<file path="config.mk">
export PLATFORM = sky130hd
export DESIGN_NAME = madd_err_sweep_ctrl
export DESIGN_NICKNAME = d
export VERILOG_FILES = /design/src/rtl/madd_eval_pkg.sv /design/src/rtl/err_accum.sv /design/src/rtl/madd_err_sweep_ctrl.sv
export SDC_FILE = /design/constraint.sdc
export NUM_CORES = 1
export LEC_CHECK = 0
export ABC_CLOCK_PERIOD_IN_PS = 5600
export BUFFER_PORTS_ARGS = -buffer_cell sky130_fd_sc_hd__buf_4
export CAP_MARGIN = 25
export CORE_ASPECT_RATIO = 0.7
export CORE_MARGIN = 2
export CORE_UTILIZATION = 35
export DETAILED_ROUTE_END_ITERATION = 12
export GPL_ROUTABILITY_DRIVEN = 0
export GPL_TIMING_DRIVEN = 0
export PLACE_DENSITY = 0.65
export SLEW_MARGIN = 20
export SYNTH_ARGS = -nofsm -noshare
export SYNTH_HDL_FRONTEND = slang
export SYNTH_SLANG_ARGS = --single-unit
</file>
<file path="constraint.sdc">
create_clock -name clk -period 5.6 [get_ports clk]
set_input_delay 1.12 -clock clk [delete_from_list [all_inputs] [get_ports clk]]
set_output_delay 1.12 -clock clk [all_outputs]
set_load 0.02 [all_outputs]
</file>
<file path="src/rtl/madd_eval_pkg.sv">
// Shared types and constants for the multiply-add error evaluation blocks.
package madd_eval_pkg;

  localparam int unsigned MaddInW  = 18;
  localparam int unsigned MaddOutW = 12;

  // Supported result latency of the netlist pair.
  localparam int unsigned LatMin = 1;
  localparam int unsigned LatMax = 4;

  typedef enum logic [1:0] {
    StIdle,
    StRun,
    StDrain,
    StDone
  } sweep_state_e;

endpackage

</file>
<file path="src/rtl/err_accum.sv">
// Error metric accumulator: |exact-approx|, error count, sum, and first worst-case vector.
module err_accum
  import madd_eval_pkg::*;
#(
  parameter int unsigned IN_W  = MaddInW,
  parameter int unsigned OUT_W = MaddOutW,
  parameter int unsigned CNT_W = IN_W + 1,
  parameter int unsigned SUM_W = IN_W + OUT_W
) (
  input  logic             clk,
  input  logic             rst,
  input  logic             clear_i,
  input  logic             valid_i,
  input  logic [IN_W-1:0]  tag_i,
  input  logic [OUT_W-1:0] exact_i,
  input  logic [OUT_W-1:0] approx_i,
  output logic [CNT_W-1:0] err_cnt_o,
  output logic [SUM_W-1:0] sum_abs_o,
  output logic [OUT_W-1:0] max_abs_o,
  output logic [IN_W-1:0]  worst_vec_o
);

  logic [OUT_W-1:0] w_diff;
  logic [CNT_W-1:0] r_err_cnt;
  logic [SUM_W-1:0] r_sum_abs;
  logic [OUT_W-1:0] r_max_abs;
  logic [IN_W-1:0]  r_worst_vec;

  assign w_diff = (exact_i >= approx_i) ? (exact_i - approx_i) : (approx_i - exact_i);

  always_ff @(posedge clk or posedge rst) begin
    if (rst) begin
      r_err_cnt   <= '0;
      r_sum_abs   <= '0;
      r_max_abs   <= '0;
      r_worst_vec <= '0;
    end else if (clear_i) begin
      r_err_cnt   <= '0;
      r_sum_abs   <= '0;
      r_max_abs   <= '0;
      r_worst_vec <= '0;
    end else if (valid_i) begin
      if (w_diff != '0) begin
        r_err_cnt <= r_err_cnt + CNT_W'(1);
      end
      r_sum_abs <= r_sum_abs + SUM_W'(w_diff);
      // Strict compare so ties keep the earliest vector.
      if (w_diff > r_max_abs) begin
        r_max_abs   <= w_diff;
        r_worst_vec <= tag_i;
      end
    end
  end

  assign err_cnt_o   = r_err_cnt;
  assign sum_abs_o   = r_sum_abs;
  assign max_abs_o   = r_max_abs;
  assign worst_vec_o = r_worst_vec;

endmodule

</file>
<file path="src/rtl/madd_err_sweep_ctrl.sv">
// Exhaustive sweep sequencer: drives every input vector, aligns results over LAT cycles and
// accumulates exact-vs-approximate error statistics.
module madd_err_sweep_ctrl
  import madd_eval_pkg::*;
#(
  parameter int unsigned IN_W  = MaddInW,
  parameter int unsigned OUT_W = MaddOutW,
  parameter int unsigned LAT   = 1,
  parameter int unsigned CNT_W = IN_W + 1,
  parameter int unsigned SUM_W = IN_W + OUT_W
) (
  input  logic             clk,
  input  logic             rst,
  input  logic             start_i,
  input  logic             abort_i,
  output logic [IN_W-1:0]  vec_o,
  input  logic [OUT_W-1:0] exact_i,
  input  logic [OUT_W-1:0] approx_i,
  output logic             busy_o,
  output logic             done_o,
  output logic [CNT_W-1:0] err_cnt_o,
  output logic [SUM_W-1:0] sum_abs_o,
  output logic [OUT_W-1:0] max_abs_o,
  output logic [IN_W-1:0]  worst_vec_o
);

  localparam int unsigned DrnW = $clog2(LatMax);

  sweep_state_e    r_state, w_state_nxt;
  logic [IN_W-1:0] r_vec, w_vec_nxt;
  logic [DrnW-1:0] r_drain, w_drain_nxt;
  logic [LAT-1:0]  r_vld;
  logic [IN_W-1:0] r_tag [LAT];
  logic            w_clear;
  logic            w_run;
  logic            w_acc_vld;

  assign w_run = (r_state == StRun);

  always_ff @(posedge clk or posedge rst) begin
    if (rst) begin
      r_state <= StIdle;
      r_vec   <= '0;
      r_drain <= '0;
    end else begin
      r_state <= w_state_nxt;
      r_vec   <= w_vec_nxt;
      r_drain <= w_drain_nxt;
    end
  end

  always_comb begin
    w_state_nxt = r_state;
    w_vec_nxt   = r_vec;
    w_drain_nxt = r_drain;
    w_clear     = 1'b0;
    if (abort_i) begin
      w_state_nxt = StIdle;
      w_vec_nxt   = '0;
    end else begin
      unique case (r_state)
        StIdle, StDone: begin
          if (start_i) begin
            w_state_nxt = StRun;
            w_vec_nxt   = '0;
            w_clear     = 1'b1;
          end
        end
        StRun: begin
          // Wraps to 0 after the all-ones vector; the wrapped value is never tagged valid.
          w_vec_nxt = r_vec + IN_W'(1);
          if (r_vec == '1) begin
            w_state_nxt = StDrain;
            w_drain_nxt = '0;
          end
        end
        StDrain: begin
          if (r_drain == DrnW'(LAT - 1)) begin
            w_state_nxt = StDone;
          end else begin
            w_drain_nxt = r_drain + DrnW'(1);
          end
        end
        default: w_state_nxt = StIdle;
      endcase
    end
  end

  always_ff @(posedge clk or posedge rst) begin
    if (rst) begin
      r_vld <= '0;
      for (int unsigned i = 0; i < LAT; i++) begin
        r_tag[i] <= '0;
      end
    end else begin
      r_vld[0] <= w_run & ~abort_i;
      r_tag[0] <= r_vec;
      for (int unsigned i = 1; i < LAT; i++) begin
        r_vld[i] <= r_vld[i-1] & ~abort_i;
        r_tag[i] <= r_tag[i-1];
      end
    end
  end

  // The result arriving on the abort edge is discarded along with the rest of the pipeline.
  assign w_acc_vld = r_vld[LAT-1] & ~abort_i;

  err_accum #(
    .IN_W  (IN_W),
    .OUT_W (OUT_W),
    .CNT_W (CNT_W),
    .SUM_W (SUM_W)
  ) u_err_accum (
    .clk         (clk),
    .rst         (rst),
    .clear_i     (w_clear),
    .valid_i     (w_acc_vld),
    .tag_i       (r_tag[LAT-1]),
    .exact_i     (exact_i),
    .approx_i    (approx_i),
    .err_cnt_o   (err_cnt_o),
    .sum_abs_o   (sum_abs_o),
    .max_abs_o   (max_abs_o),
    .worst_vec_o (worst_vec_o)
  );

  assign vec_o  = r_vec;
  assign busy_o = (r_state == StRun) || (r_state == StDrain);
  assign done_o = (r_state == StDone);

endmodule

</file>
==> results.sh, run 1 <==
export IMPL_run_status="finished clean"
export IMPL_crit_path_start_kind="input pin"
export IMPL_grt_overflow_total=0
export IMPL_layout_setup_ws_ps=279.3
export IMPL_synth_enable_flop_cells=0
export IMPL_routed_via_density=5.055
export IMPL_syn_area_um2=7315
export IMPL_max_freq_ghz=0.1879
export IMPL_grt_first_pass_wirelength_um=31110
export IMPL_path_max_fanout=10
export IMPL_cts_max_path_buffers=2
export IMPL_drtIter0Drc=502
export IMPL_synth_avg_cell_area_um2=9.282
export IMPL_syn_num_nets=873
export IMPL_routed_wirelength_um=19110
export IMPL_cts_buffers=17
export IMPL_final_setup_skew_ps=16.56
export IMPL_ir_worst_vdd_v=0.0001794
export IMPL_drv_max_cap_violation_count=0
export IMPL_cts_tree="built"
export IMPL_die_width_um=176.8
export IMPL_insertion_delay_ps=410
export IMPL_worstSetupPathType="input pin to register"
export IMPL_holdCritPathClass="register to register"
export IMPL_cts_sinks=120
export IMPL_dp_final_hpwl_um=14270
export IMPL_postLayoutCoreUtil_pct=44.96
export IMPL_async_flop_share_pct=100.0
export IMPL_clkTransAtPathRegs_ps=60
export IMPL_power_per_cell_area_nw_per_um2=387.1
export IMPL_share_comb_of_total_power_pct=40.8
export IMPL_drc=0
export IMPL_cp_data_required_time_ps=5870
export IMPL_final_cell_area_um2=9258
export IMPL_worstPathArrival_ps=5590
export IMPL_core_area_um2=20590
export IMPL_chipHeight_um=125.0
export IMPL_timing_final_max_slew_violations=0
export IMPL_worstSetupEndpointType="register"
export IMPL_vias_in_the_first_global_route=5920
export IMPL_p_leak_uw=0.004649
export IMPL_cts_max_level=4
export IMPL_drive_gt1_share_pct=21.62
export IMPL_final_net_count=1020
export IMPL_syn_instance_count=788
export IMPL_cellInternalPower_uw=2176
export IMPL_net_switching_power_uw=1408
export IMPL_finalNonFillerCells=1224
export IMPL_std_cell_rows=44
export IMPL_maximum_number_of_pins_on_one_net_before_global_route_repair=71
export IMPL_antenna_found_initial=0
export IMPL_worst_hold_slack_after_final_layout_ps=458.5
export IMPL_min_clock_period_post_route_ps=5321
export IMPL_antenna_violating_nets_post_route=0
export IMPL_netlist_area_leader_share_pct=41.05
export IMPL_grt_busiest_layer="met1"
export IMPL_synthDominantAreaCellType="sky130_fd_sc_hd__dfrtp_1"
export IMPL_groute_layer_met1_usage_pct=27.07
export IMPL_synth_cell_type_count=67
export IMPL_seq_power_share_pct=30.4
export IMPL_post_dp_cell_area_um2=8638
export IMPL_yosys_warnings=0
export IMPL_synth_area_top_cells="sky130_fd_sc_hd__dfrtp_1 41%, sky130_fd_sc_hd__ha_1 9.2%, sky130_fd_sc_hd__nor2_1 5.1%"
export IMPL_globalRouteTotalUtil_pct=17.53
export IMPL_met3_usage_pct=4.136
export IMPL_max_slew_margin_rel_pct=46.86
export IMPL_ys_dominant_reg_cell="sky130_fd_sc_hd__dfrtp_1"
export IMPL_avgRoutedWirePerCell_um=15.61
export IMPL_timing_final_setup_violations=0
export IMPL_synth_seq_cells=120
export IMPL_grtUsageMet2_pct=24.66
export IMPL_floorplan_io_pins=127
export IMPL_area_of_the_die_um2=22090
export IMPL_place_inst=1191
export IMPL_power_clock_fraction_pct=28.8
export IMPL_portBuffers=126
export IMPL_synth_seq_area_share_pct=41.05
export IMPL_clock_tree_root_cell="sky130_fd_sc_hd__clkbuf_16"
export IMPL_placement_setup_worst_slack_ps=-605.7
export IMPL_initial_core_util_pct=35.53
export IMPL_final_hold_violation_count=0
export IMPL_rsz0062_at_grt="false"
export IMPL_detailroute_via_count=6187
export IMPL_antenna_cells=0
export IMPL_synthToLayoutAreaGrowth_pct=26.57
export IMPL_timing_worst_slew_pin_value_ps=797.1
export IMPL_drt_first_pass_iters=5
export IMPL_netSwitchingFraction_pct=39.29
export IMPL_final_fill_count=2015
export IMPL_min_period_over_period_pct=95.01
[cells in the mapped netlist, types with 5 or more instances]
cell type,instances
sky130_fd_sc_hd__a211oi_1,12
sky130_fd_sc_hd__a21o_1,16
sky130_fd_sc_hd__a21oi_1,41
sky130_fd_sc_hd__a22o_1,13
sky130_fd_sc_hd__and2_1,5
sky130_fd_sc_hd__and3_1,22
sky130_fd_sc_hd__clkbuf_1,20
sky130_fd_sc_hd__dfrtp_1,120
sky130_fd_sc_hd__ha_1,54
sky130_fd_sc_hd__inv_1,55
sky130_fd_sc_hd__mux2i_1,21
sky130_fd_sc_hd__nand2_1,45
sky130_fd_sc_hd__nand2b_1,17
sky130_fd_sc_hd__nand3_1,21
sky130_fd_sc_hd__nand4_1,11
sky130_fd_sc_hd__nor2_1,99
sky130_fd_sc_hd__nor3_1,12
sky130_fd_sc_hd__o211ai_1,5
sky130_fd_sc_hd__o21ai_0,46
sky130_fd_sc_hd__o21ai_1,8
sky130_fd_sc_hd__o21ai_2,9
sky130_fd_sc_hd__or2_2,5
sky130_fd_sc_hd__or3_1,6
sky130_fd_sc_hd__xnor2_1,24
sky130_fd_sc_hd__xor2_1,21
[final cells by class]
cell class / instances / area [um2] / area share [%]
multi-input cells: 583 / 4000 / 43.21
flip-flops and latches: 120 / 3003 / 32.44
repair buffers: 129 / 988.4 / 10.68
clock buffers: 18 / 429.2 / 4.636
well taps: 276 / 345.3 / 3.730
inverters: 55 / 211.5 / 2.284
plain buffers: 29 / 155.1 / 1.676
clock inverters: 14 / 125.1 / 1.352
[cell usage in the layout, fill, tap and decap left out, types with 6 or more instances in the layout]
| master | netlist | final |
|---|---|---|
| sky130_fd_sc_hd__clkbuf_16 | 0 | 17 |
| sky130_fd_sc_hd__a21o_1 | 16 | 16 |
| sky130_fd_sc_hd__nand2b_1 | 17 | 17 |
| sky130_fd_sc_hd__nor2_1 | 99 | 99 |
| sky130_fd_sc_hd__a21oi_1 | 41 | 41 |
| sky130_fd_sc_hd__and3_1 | 22 | 22 |
| sky130_fd_sc_hd__a22o_1 | 13 | 13 |
| sky130_fd_sc_hd__nand4_1 | 11 | 11 |
| sky130_fd_sc_hd__xnor2_1 | 24 | 23 |
| sky130_fd_sc_hd__buf_4 | 0 | 128 |
| sky130_fd_sc_hd__o21ai_0 | 46 | 46 |
| sky130_fd_sc_hd__ha_1 | 54 | 54 |
| sky130_fd_sc_hd__nand2_1 | 45 | 44 |
| sky130_fd_sc_hd__or3_1 | 6 | 6 |
| sky130_fd_sc_hd__o21ai_1 | 8 | 6 |
| sky130_fd_sc_hd__clkbuf_1 | 20 | 18 |
| sky130_fd_sc_hd__a211oi_1 | 12 | 12 |
| sky130_fd_sc_hd__mux2i_1 | 21 | 21 |
| sky130_fd_sc_hd__xor2_1 | 21 | 20 |
| sky130_fd_sc_hd__inv_1 | 55 | 54 |
| sky130_fd_sc_hd__nor3_1 | 12 | 12 |
| sky130_fd_sc_hd__nand3_1 | 21 | 21 |
| sky130_fd_sc_hd__dfrtp_1 | 120 | 120 |
| sky130_fd_sc_hd__o21ai_2 | 9 | 11 |
[power groups by stage]
stage                     clock network [uW]  logic [uW]  registers [uW]
after floorplan                            0         897            1180
after global placement                     0        1430            1100
after detailed placement                   0        1450            1100
after CTS                               1050        1460            1090
after global routing                    1100        1630            1110
final                                   1030        1460            1090
[routing by layer]
layer,up-vias,share of wire [%]
li1,3068,-
met5,-,0
met1,2930,52
met4,0,0.85
met3,15,6.5
met2,174,41
[metrics by stage]
stage / total power [uW] / TNS (ps)
global placement: 2533 / -55850
floorplan: 2078 / 0
finish: 3584 / 0
CTS: 3594 / 0
detailed placement: 2554 / -20350
global route: 3842 / 0
[critical path, stage by stage]
cell and delay, ps:
sky130_fd_sc_hd__buf_4 110, sky130_fd_sc_hd__inv_1 50, sky130_fd_sc_hd__ha_1 160, sky130_fd_sc_hd__inv_1 60, sky130_fd_sc_hd__fa_2 390, sky130_fd_sc_hd__a211oi_4 300
sky130_fd_sc_hd__o21ai_2 140, sky130_fd_sc_hd__a31oi_2 250, sky130_fd_sc_hd__buf_6 180, sky130_fd_sc_hd__nand2_4 110, sky130_fd_sc_hd__mux2_4 390, sky130_fd_sc_hd__ha_1 280
sky130_fd_sc_hd__a21o_1 100, sky130_fd_sc_hd__a21o_1 160, sky130_fd_sc_hd__a2111oi_0 120, sky130_fd_sc_hd__or4_1 590, sky130_fd_sc_hd__nand4_1 170, sky130_fd_sc_hd__nand2_2 150
sky130_fd_sc_hd__or4_1 550, sky130_fd_sc_hd__xor2_1 150, sky130_fd_sc_hd__nor2_1 50
[worst paths after layout]
| path | end | from | slack [ps] | depth (start not counted) |
|---|---|---|---|---|
| max | u_err_accum.sum_abs_o[21] | exact_i[0] | 280 | 21 |
| min | r_tag[8] | vec_o[8] | 460 | 0 |
| max reg2reg | u_err_accum.err_cnt_o[14] | r_state[0] | 2360 | 11 |
| min reg2reg | r_tag[8] | vec_o[8] | 460 | 0 |
| max in group asynchronous | vec_o[2] | rst | 4140 | 3 |
| min in group asynchronous | u_err_accum.sum_abs_o[23] | rst | 750 | 2 |
[sequential cells by signal, summed over array words and instances, names as in the netlist]
| register | flops |
|---|---|
| u_err_accum.err_cnt_o | 19 |
| r_state | 2 |
| u_err_accum.max_abs_o | 12 |
| vec_o | 18 |
| u_err_accum.sum_abs_o | 30 |
| r_tag | 18 |
| r_vld | 1 |
| r_drain | 2 |
| u_err_accum.worst_vec_o | 18 |
[kinds of logic after synthesis]
kind of cell | after synthesis | share of synthesized area [%]
adders and majority gates | 57 | 10.06
xor gates and xnor gates | 45 | 5.388
and+or+nand+nor | 268 | 18.08
buffers and inverters | 85 | 4.961
muxes | 23 | 3.182
AOI/OAI and AO/OA | 190 | 17.28
DFF | 120 | 41.05
[repair_timing]
action / in CTS / in global routing
gates resized for setup: 3 / 10
buffers inserted: 0 / 2
hold buffers: 0 / 0
endpoints found under the setup margin: 27 / 45
pin swaps: 0 / 3
Note: power is estimated with default switching activity, not from simulation.
==> run 2: changes to the inputs <==
Settings changed: ABC_CLOCK_PERIOD_IN_PS 5600 to 5050, CORE_ASPECT_RATIO 0.7 to 1.2.
Clock period 5.6 ns to 5.05 ns, I/O delays scaled along.
==> results.sh, run 2 (synthesis gave the netlist of run 1 again) <==
export IMPL_final_net_count=1036
export IMPL_rsz0062_at_grt="true"
export IMPL_cts_max_path_buffers=2
export IMPL_whs_path_depth=0
export IMPL_min_period_over_period_pct=98.08
export IMPL_routed_via_density=5.168
export IMPL_clkTransAtPathRegs_ps=60
export IMPL_maximum_number_of_pins_on_one_net_before_global_route_repair=65
export IMPL_hold_path_startpoint="vec_o[12]"
export IMPL_power_per_cell_area_nw_per_um2=449.1
export IMPL_drv_max_cap_violation_count=0
export IMPL_timing_worst_slew_pin_value_ps=703.8
export IMPL_whs_endpoint="r_tag[12]"
export IMPL_chipHeight_um=162.4
export IMPL_max_freq_ghz=0.2019
export IMPL_routed_wirelength_um=19680
export IMPL_antenna_found_initial=0
export IMPL_r2r_end="u_err_accum.err_cnt_o[8]"
export IMPL_vias_in_the_first_global_route=6171
export IMPL_area_of_the_die_um2=22080
export IMPL_final_hold_violation_count=0
export IMPL_mostFrequentLayoutCell="sky130_fd_sc_hd__buf_4"
export IMPL_cp_data_required_time_ps=5330
export IMPL_clock_tree_root_cell="sky130_fd_sc_hd__clkbuf_16"
export IMPL_antenna_violating_nets_post_route=0
export IMPL_timing_final_max_slew_violations=0
export IMPL_globalRouteTotalUtil_pct=18.02
export IMPL_cts_tree="built"
export IMPL_run_status="finished clean"
export IMPL_drt_first_pass_iters=5
export IMPL_p_total_uw=4324
export IMPL_min_clock_period_post_route_ps=4953
export IMPL_drive_gt1_share_pct=25.41
export IMPL_cts_max_level=4
export IMPL_die_width_um=136.0
export IMPL_drtIter0Drc=342
export IMPL_worstSetupEndpointType="register"
export IMPL_final_setup_tns_ps=0
export IMPL_ir_worst_vdd_v=0.0002716
export IMPL_holdCritPathClass="register to register"
export IMPL_postLayoutCoreUtil_pct=47.20
export IMPL_initial_core_util_pct=35.86
export IMPL_floorplan_io_pins=127
export IMPL_cts_sinks=120
export IMPL_most_common_layout_cells="144 x sky130_fd_sc_hd__buf_4, 120 x sky130_fd_sc_hd__dfrtp_1, 99 x sky130_fd_sc_hd__nor2_1, 51 x sky130_fd_sc_hd__inv_1, 48 x sky130_fd_sc_hd__ha_1"
export IMPL_p_leak_uw=0.004803
export IMPL_grt_first_pass_wirelength_um=31640
export IMPL_avgRoutedWirePerCell_um=16.01
export IMPL_worstPathArrival_ps=5230
export IMPL_portBuffers=126
export IMPL_core_area_um2=20400
export IMPL_rr_worst_depth=11
export IMPL_final_setup_skew_ps=5.899
export IMPL_drc=0
export IMPL_largest_register_ff_count=30
export IMPL_worstSetupPathType="input pin to register"
export IMPL_rrSetupSlack_ps=1910
export IMPL_synthToLayoutAreaGrowth_pct=31.63
export IMPL_path_max_fanout=6
export IMPL_max_slew_margin_rel_pct=53.08
export IMPL_timing_final_setup_violations=0
export IMPL_cts_buffers=17
export IMPL_worst_r2r_startpoint="r_state[0]"
export IMPL_std_cell_rows=57
export IMPL_crit_path_start_kind="input pin"
export IMPL_place_inst=1180
export IMPL_insertion_delay_ps=420
export IMPL_dp_final_hpwl_um=14030
export IMPL_antenna_cells=0
export IMPL_grt_overflow_total=0
export IMPL_finalNonFillerCells=1229
export IMPL_detailroute_via_count=6352
-- run 2: cell types whose count changed in the layout (fill, tap and decap cells not counted), sizes merged --
| cell | change |
|---|---|
| nand2 | +1 |
| buf | +18 |
| inv | -3 |
| bufinv | +3 |
| clkbuf | -1 |
| clkinv | -2 |
-- run 2: worst max-delay path, stage by stage --
cell                        delay, ps
sky130_fd_sc_hd__buf_8            100
sky130_fd_sc_hd__inv_4             40
sky130_fd_sc_hd__ha_4             120
sky130_fd_sc_hd__inv_2             40
sky130_fd_sc_hd__fa_2             430
sky130_fd_sc_hd__a211oi_4         260
sky130_fd_sc_hd__o21ai_2          110
sky130_fd_sc_hd__a31oi_2          230
sky130_fd_sc_hd__buf_6            150
sky130_fd_sc_hd__nand2_8           60
sky130_fd_sc_hd__mux2_4           360
sky130_fd_sc_hd__ha_4             260
sky130_fd_sc_hd__a21o_1           100
sky130_fd_sc_hd__a21o_1           200
sky130_fd_sc_hd__a2111oi_4        120
sky130_fd_sc_hd__or4_4            560
sky130_fd_sc_hd__nand4_1          220
sky130_fd_sc_hd__nand2_4          100
sky130_fd_sc_hd__or4_4            550
sky130_fd_sc_hd__xor2_1           140
sky130_fd_sc_hd__nor2_1            50
-- run 2: how the worst max path moves through the flow --
stage                           from                         to  cells after the start  slack, ps
after floorplan           exact_i[0]  u_err_accum.sum_abs_o[21]                     20        -20
after global placement    exact_i[0]  u_err_accum.sum_abs_o[22]                     22       -900
after detailed placement  exact_i[0]   u_err_accum.max_abs_o[2]                     20       -950
after CTS                 exact_i[0]  u_err_accum.sum_abs_o[21]                     22          4
after global routing      exact_i[0]  u_err_accum.sum_abs_o[21]                     21        -40
final                     exact_i[0]  u_err_accum.sum_abs_o[21]                     21        100
-- run 2: cell type report --
type                            count  area, um2
Buffer                             27      165.2
Clock buffer                       20      446.7
Clock inverter                     12      175.2
Fill cell                        1971      10770
Inverter                           55      214.0
Multi-Input combinational cell    584       4169
Sequential cell                   120       3003
Tap cell                          265      331.6
Timing Repair Buffer              146       1124
-- run 2: per-layer routing --
layer	track usage [%]	part of all wire (%)
met5	0	0
met1	22.61	43
met2	30.69	50
met4	5.350	1.7
met3	4.388	6.1
-- run 2: metrics by stage --
step	hold WS (ps)	setup slack, ps	area [um2]
after floorplan	449.8	-24.60	7316
after global placement	438.7	-898.8	8593
after detailed placement	441.0	-953.7	8626
after CTS	456.5	3.588	9336
after global routing	468.7	-36.76	9628
final	456.1	96.75	9628
-- run 2: where the power goes --
group	internal (uW)	switching (uW)
clock network	837	447
logic	771	1060
registers	1090	121
total	2690	1630
-- run 2: repair_timing --
| item | 4_1_cts | 5_1_grt |
|---|---|---|
| setup buffers | 6 | 13 |
| endpoints found under the setup margin | 50 | 49 |
| pin swaps | 3 | 17 |
| gates resized for setup | 13 | 48 |
| hold buffers | 0 | 0 |
| gates cloned | 0 | 1 |
